`config.mk`:
```
export PLATFORM = sky130hd
export DESIGN_NAME = uart_rx_fifo
export DESIGN_NICKNAME = d
export VERILOG_FILES = /design/src/rtl/uart_rx_fifo.sv
export SDC_FILE = /design/constraint.sdc
export NUM_CORES = 1
export LEC_CHECK = 0
export CAP_MARGIN = 5
export CORE_ASPECT_RATIO = 1.2
export CORE_UTILIZATION = 40
export CTS_CLUSTER_DIAMETER = 60
export DETAILED_ROUTE_END_ITERATION = 8
export SETUP_SLACK_MARGIN = 0.4
export SLEW_MARGIN = 20
export SYNTH_ARGS = -nofsm -noshare
export SYNTH_HDL_FRONTEND = slang
export SYNTH_SLANG_ARGS = --single-unit
export TNS_END_PERCENT = 100
```
`constraint.sdc`:
```
create_clock -name clk -period 5.4 [get_ports clk]
set_clock_uncertainty 0.05 [all_clocks]
set_input_delay 1.08 -clock clk [delete_from_list [all_inputs] [get_ports clk]]
set_output_delay 1.08 -clock clk [all_outputs]
set_load 0.01 [all_outputs]
```
`src/rtl/uart_rx_fifo.sv`:
```
// UART receive FIFO: first-word-fall-through character buffer with
// sticky overflow, level-threshold and idle-timeout interrupts.
module uart_rx_fifo #(
  parameter  int DEPTH = 16,
  localparam int AW    = $clog2(DEPTH)
) (
  input  logic          clk,
  input  logic          arst_n,
  input  logic          clr,
  input  logic          wr_valid,
  input  logic [7:0]    wr_data,
  input  logic          wr_error,
  input  logic          rd_en,
  output logic [7:0]    rd_data,
  output logic          rd_error,
  output logic          empty,
  output logic          full,
  output logic [AW:0]   level,
  output logic          overflow,
  input  logic          ovf_clr,
  input  logic [AW:0]   thresh,
  output logic          thresh_irq,
  input  logic [15:0]   timeout_cfg,
  output logic          timeout_irq
);

  logic [8:0]    mem [DEPTH];
  logic [AW-1:0] wptr;
  logic [AW-1:0] rptr;
  logic [15:0]   idle_cnt;
  logic          push;
  logic          pop;
  logic          idle_clr;
  logic          ovf_set;

  assign empty = (level == '0);
  assign full  = (level == (AW+1)'(DEPTH));

  // A full FIFO still takes a write when the head leaves in the same cycle.
  assign pop      = rd_en & ~empty;
  assign push     = wr_valid & (~full | pop);
  assign ovf_set  = wr_valid & full & ~pop;
  assign idle_clr = push | pop | empty;

  assign rd_data    = empty ? 8'h00 : mem[rptr][7:0];
  assign rd_error   = empty ? 1'b0  : mem[rptr][8];
  assign thresh_irq = (thresh != '0) && (level >= thresh);

  always_ff @(posedge clk) begin
    if (push && !clr) begin
      mem[wptr] <= {wr_error, wr_data};
    end
  end

  always_ff @(posedge clk or negedge arst_n) begin
    if (!arst_n) begin
      wptr  <= '0;
      rptr  <= '0;
      level <= '0;
    end else if (clr) begin
      wptr  <= '0;
      rptr  <= '0;
      level <= '0;
    end else begin
      if (push) wptr <= wptr + 1'b1;
      if (pop)  rptr <= rptr + 1'b1;
      unique case (1'b1)
        push & ~pop: level <= level + 1'b1;
        pop & ~push: level <= level - 1'b1;
        default:     level <= level;
      endcase
    end
  end

  always_ff @(posedge clk or negedge arst_n) begin
    if (!arst_n) begin
      overflow <= 1'b0;
    end else if (clr) begin
      overflow <= 1'b0;
    end else if (ovf_set) begin
      overflow <= 1'b1;
    end else if (ovf_clr) begin
      overflow <= 1'b0;
    end
  end

  always_ff @(posedge clk or negedge arst_n) begin
    if (!arst_n) begin
      idle_cnt    <= '0;
      timeout_irq <= 1'b0;
    end else if (clr || idle_clr) begin
      idle_cnt    <= '0;
      timeout_irq <= 1'b0;
    end else begin
      if (idle_cnt != 16'hFFFF) idle_cnt <= idle_cnt + 1'b1;
      if (timeout_cfg != '0 && idle_cnt == timeout_cfg) begin
        timeout_irq <= 1'b1;
      end
    end
  end

endmodule

```
==> impl_metrics.py <==
metrics = {
    "floorplan": {
        "die_area_sq_um": 19600,
        "pin_count": 55,
        "initial_core_util": 0.414,
        "die_h_microns": 153,
        "fp-row-count": 54,
        "core-area_sq_um": 18400,
        "die_w_microns": 128,
    },
    "clocking": {
        "clk_pin_slew_ns": 0.07,
        "cts-htree-levels": 4,
        "cts_resized": 0,
        "cts_tree": "done",
        "clock_latency_ns": 0.42,
        "root_buffer": "clkbuf_16",
        "numCtsBuffers": 17,
        "cts_buffer_depth": 2,
        "cts_setup_buffers": 0,
        "cts.sinks": 175,
        "cts_hold_buf": 0,
    },
    "placement": {
        "dp_worst_setup_slack_ns": 1.42,
        "numPortBuffers": 54,
        "hpwl_microns": 10400,
        "gp_congestion": 0.803,
    },
    "global_routing": {
        "grt_pass1_wl_microns": 24900,
        "grtUsageTotal": 0.172,
        "antenna_found_initial": 0,
        "grt_pass1_vias": 4495,
        "grt_max_degree": 36,
        "gr-total-overflow": 0,
    },
    "route": {
        "drc": 0,
        "vias": 4338,
        "ant_nets": 0,
        "wl_per_cell_microns": 19.8,
        "drt_iter0_markers": 218,
        "wirelength_microns": 15900,
        "routed_via_density": 5.42,
        "first_pass_iters": 4,
    },
    "logic_synthesis": {
        "netlist_area_sq_um": 7600,
        "syn-num-nets": 528,
        "ys_warn_count": 0,
        "synth_cell_type_count": 42,
        "ys_ff_latch": 175,
        "synthFlopType": "edfxtp_1",
        "syn_inst": 479,
        "synth-edff-count": 144,
        "ys_seq_area_frac": 0.671,
        "syn_avg_cell_area_sq_um": 15.9,
        "ys_async_sr_fraction": 0.177,
    },
    "sta": {
        "fin_crit_sh": 0.770,
        "worstMarginPinSlew_ns": 1.08,
        "period_minus_slack_ns": 4.16,
        "whs_ns": 0.488,
        "drv_slew": 0,
        "finalSetupViolations": 0,
        "slew_headroom": 0.278,
        "hold_viol": 0,
        "tns_ns": 0,
        "finalWorstSetupSlack_ns": 1.24,
        "max_freq_mhz": 241,
        "rsz0062_at_grt": "no",
    },
    "critical_path": {
        "critPathLaunchType": "register",
        "worstSetupEndpointType": "output pin",
        "critPathKind": "reg -> out",
        "critPathMaxFanout": 35,
        "critPathRequiredTime_ns": 4.27,
        "cp_data_arrival_time_ns": 3.03,
    },
    "final_layout": {
        "drive_above_1_share": 0.146,
        "syn_to_final_growth_pct": 18.4,
        "fin_nets": 585,
        "antenna_cells": 0,
    },
    "power_and_ir_drop": {
        "ir_worst_vdd_uv": 227,
        "power_density_nw_per_um2": 405,
        "leakagePower_nw": 2.94,
    },
    "hold_path": {
        "hp-class": "reg -> reg",
    },
    "outcome": {
        "status": "finished, final reports clean",
    },
    "job": {
        "cap_violations": 0,
    },
}
kinds of logic after synthesis:
logic type / share of synthesized area
buffers and inverters: 0.0173
muxes: 0.139
adders and majority gates: 0.0214
xor gates and xnor gates: 0.0346
AOI/OAI and AO/OA: 0.0441
DFF: 0.671
and+or+nand+nor: 0.0735
cell usage after synthesis (2+ instances only):
master    number  share of area
edfxtp_1     144           0.57
nor2_1        46          0.023
mux4_2        36           0.11
dfrtp_1       31           0.10
mux2i_1       22          0.029
nand2_1       20         0.0099
a21oi_1       16          0.011
xnor2_1       16          0.018
clkbuf_1      14         0.0069
xor2_1        14          0.016
ha_1          13          0.021
inv_1         11         0.0054
o22ai_1       10         0.0082
nand4_1        8         0.0066
nor4_1         7         0.0058
buf_2          6         0.0039
nand3_1        6         0.0039
nor3_1         6         0.0039
o21ai_0        6         0.0039
a211oi_1       5         0.0049
or3_1          5         0.0041
a31oi_1        4         0.0033
nor2b_1        4         0.0033
and3_1         3         0.0025
nand2b_1       3         0.0025
o211ai_1       3         0.0030
or4_1          3         0.0030
buf_1          2        0.00099
or3b_2         2         0.0023
stage by stage:
stage,instances,util,instance area (sq um),power [mW]
3_5_place_dp,769,0.458,8420,2.48
3_3_place_gp,769,0.458,8420,2.46
4_1_cts,801,0.490,9000,3.68
5_1_grt,801,0.490,9000,3.81
2_1_floorplan,479,-,7600,2.12
6_report,801,0.490,9000,3.64
final cells by class:
type | count | area, sq um
clock buffers | 17 | 425
clock inverters | 15 | 160
fillers | 1589 | 9380
inverters | 11 | 41.3
multi-input cells | 271 | 2370
flip-flops and latches | 175 | 5100
well taps | 252 | 315
repair buffers | 60 | 586
cells in the final DEF, fill, tap and decap left out, types with 6 or more instances in the layout:
cell / count
o21ai_0: 6
mux2i_1: 22
nand4_1: 8
xor2_1: 14
nor2_1: 46
dfrtp_1: 30
o22ai_1: 10
nand3_1: 6
clkbuf_16: 17
inv_1: 11
nand2_1: 20
ha_1: 13
edfxtp_1: 144
clkdlybuf4s50_1: 54
nor4_1: 7
a21oi_1: 16
xnor2_1: 16
buf_4: 6
mux4_2: 36
nor3_1: 6
critical path, stage by stage, from the launching register on:
cell and delay (ns):
dfrtp_2 0.45, buf_4 0.61, mux4_2 0.59, mux2i_1 0.25, o22ai_1 0.15, clkdlybuf4s50_1 0.52
report_power, final:
part | internal, mW | leakage [nW] | switching (mW) | total, mW
registers | 1.50 | 1.72 | 0.0625 | 1.56
clock network | 0.687 | 0.284 | 0.524 | 1.21
logic | 0.435 | 0.935 | 0.437 | 0.872
worst paths after layout:
kind,slack [ns],from,depth (start not counted),to
worst max-delay path,1.24,rptr[0],5,rd_data[6]
worst min-delay path,0.49,timeout_irq,2,timeout_irq
worst max register to register,2.65,level[2],4,mem[3][8]
worst min register to register,0.49,timeout_irq,2,timeout_irq
max in group asynchronous,3.98,arst_n,2,rptr[0]
min in group asynchronous,0.99,arst_n,2,idle_cnt[5]
state kept, by name (all words and copies together), names as in the netlist:
signal	cells
timeout_irq	1
mem	144
wptr	4
idle_cnt	16
level	5
rptr	4
overflow	1
metal layers:
metal,vias up,track usage,share of wire
li1,1980,-,-
met1,2234,0.213,0.43
met2,110,0.302,0.52
met3,14,0.0350,0.034
met4,0,0.0510,0.011
met5,-,0,0
No activity file was read; power rests on OpenSTA's default activity.
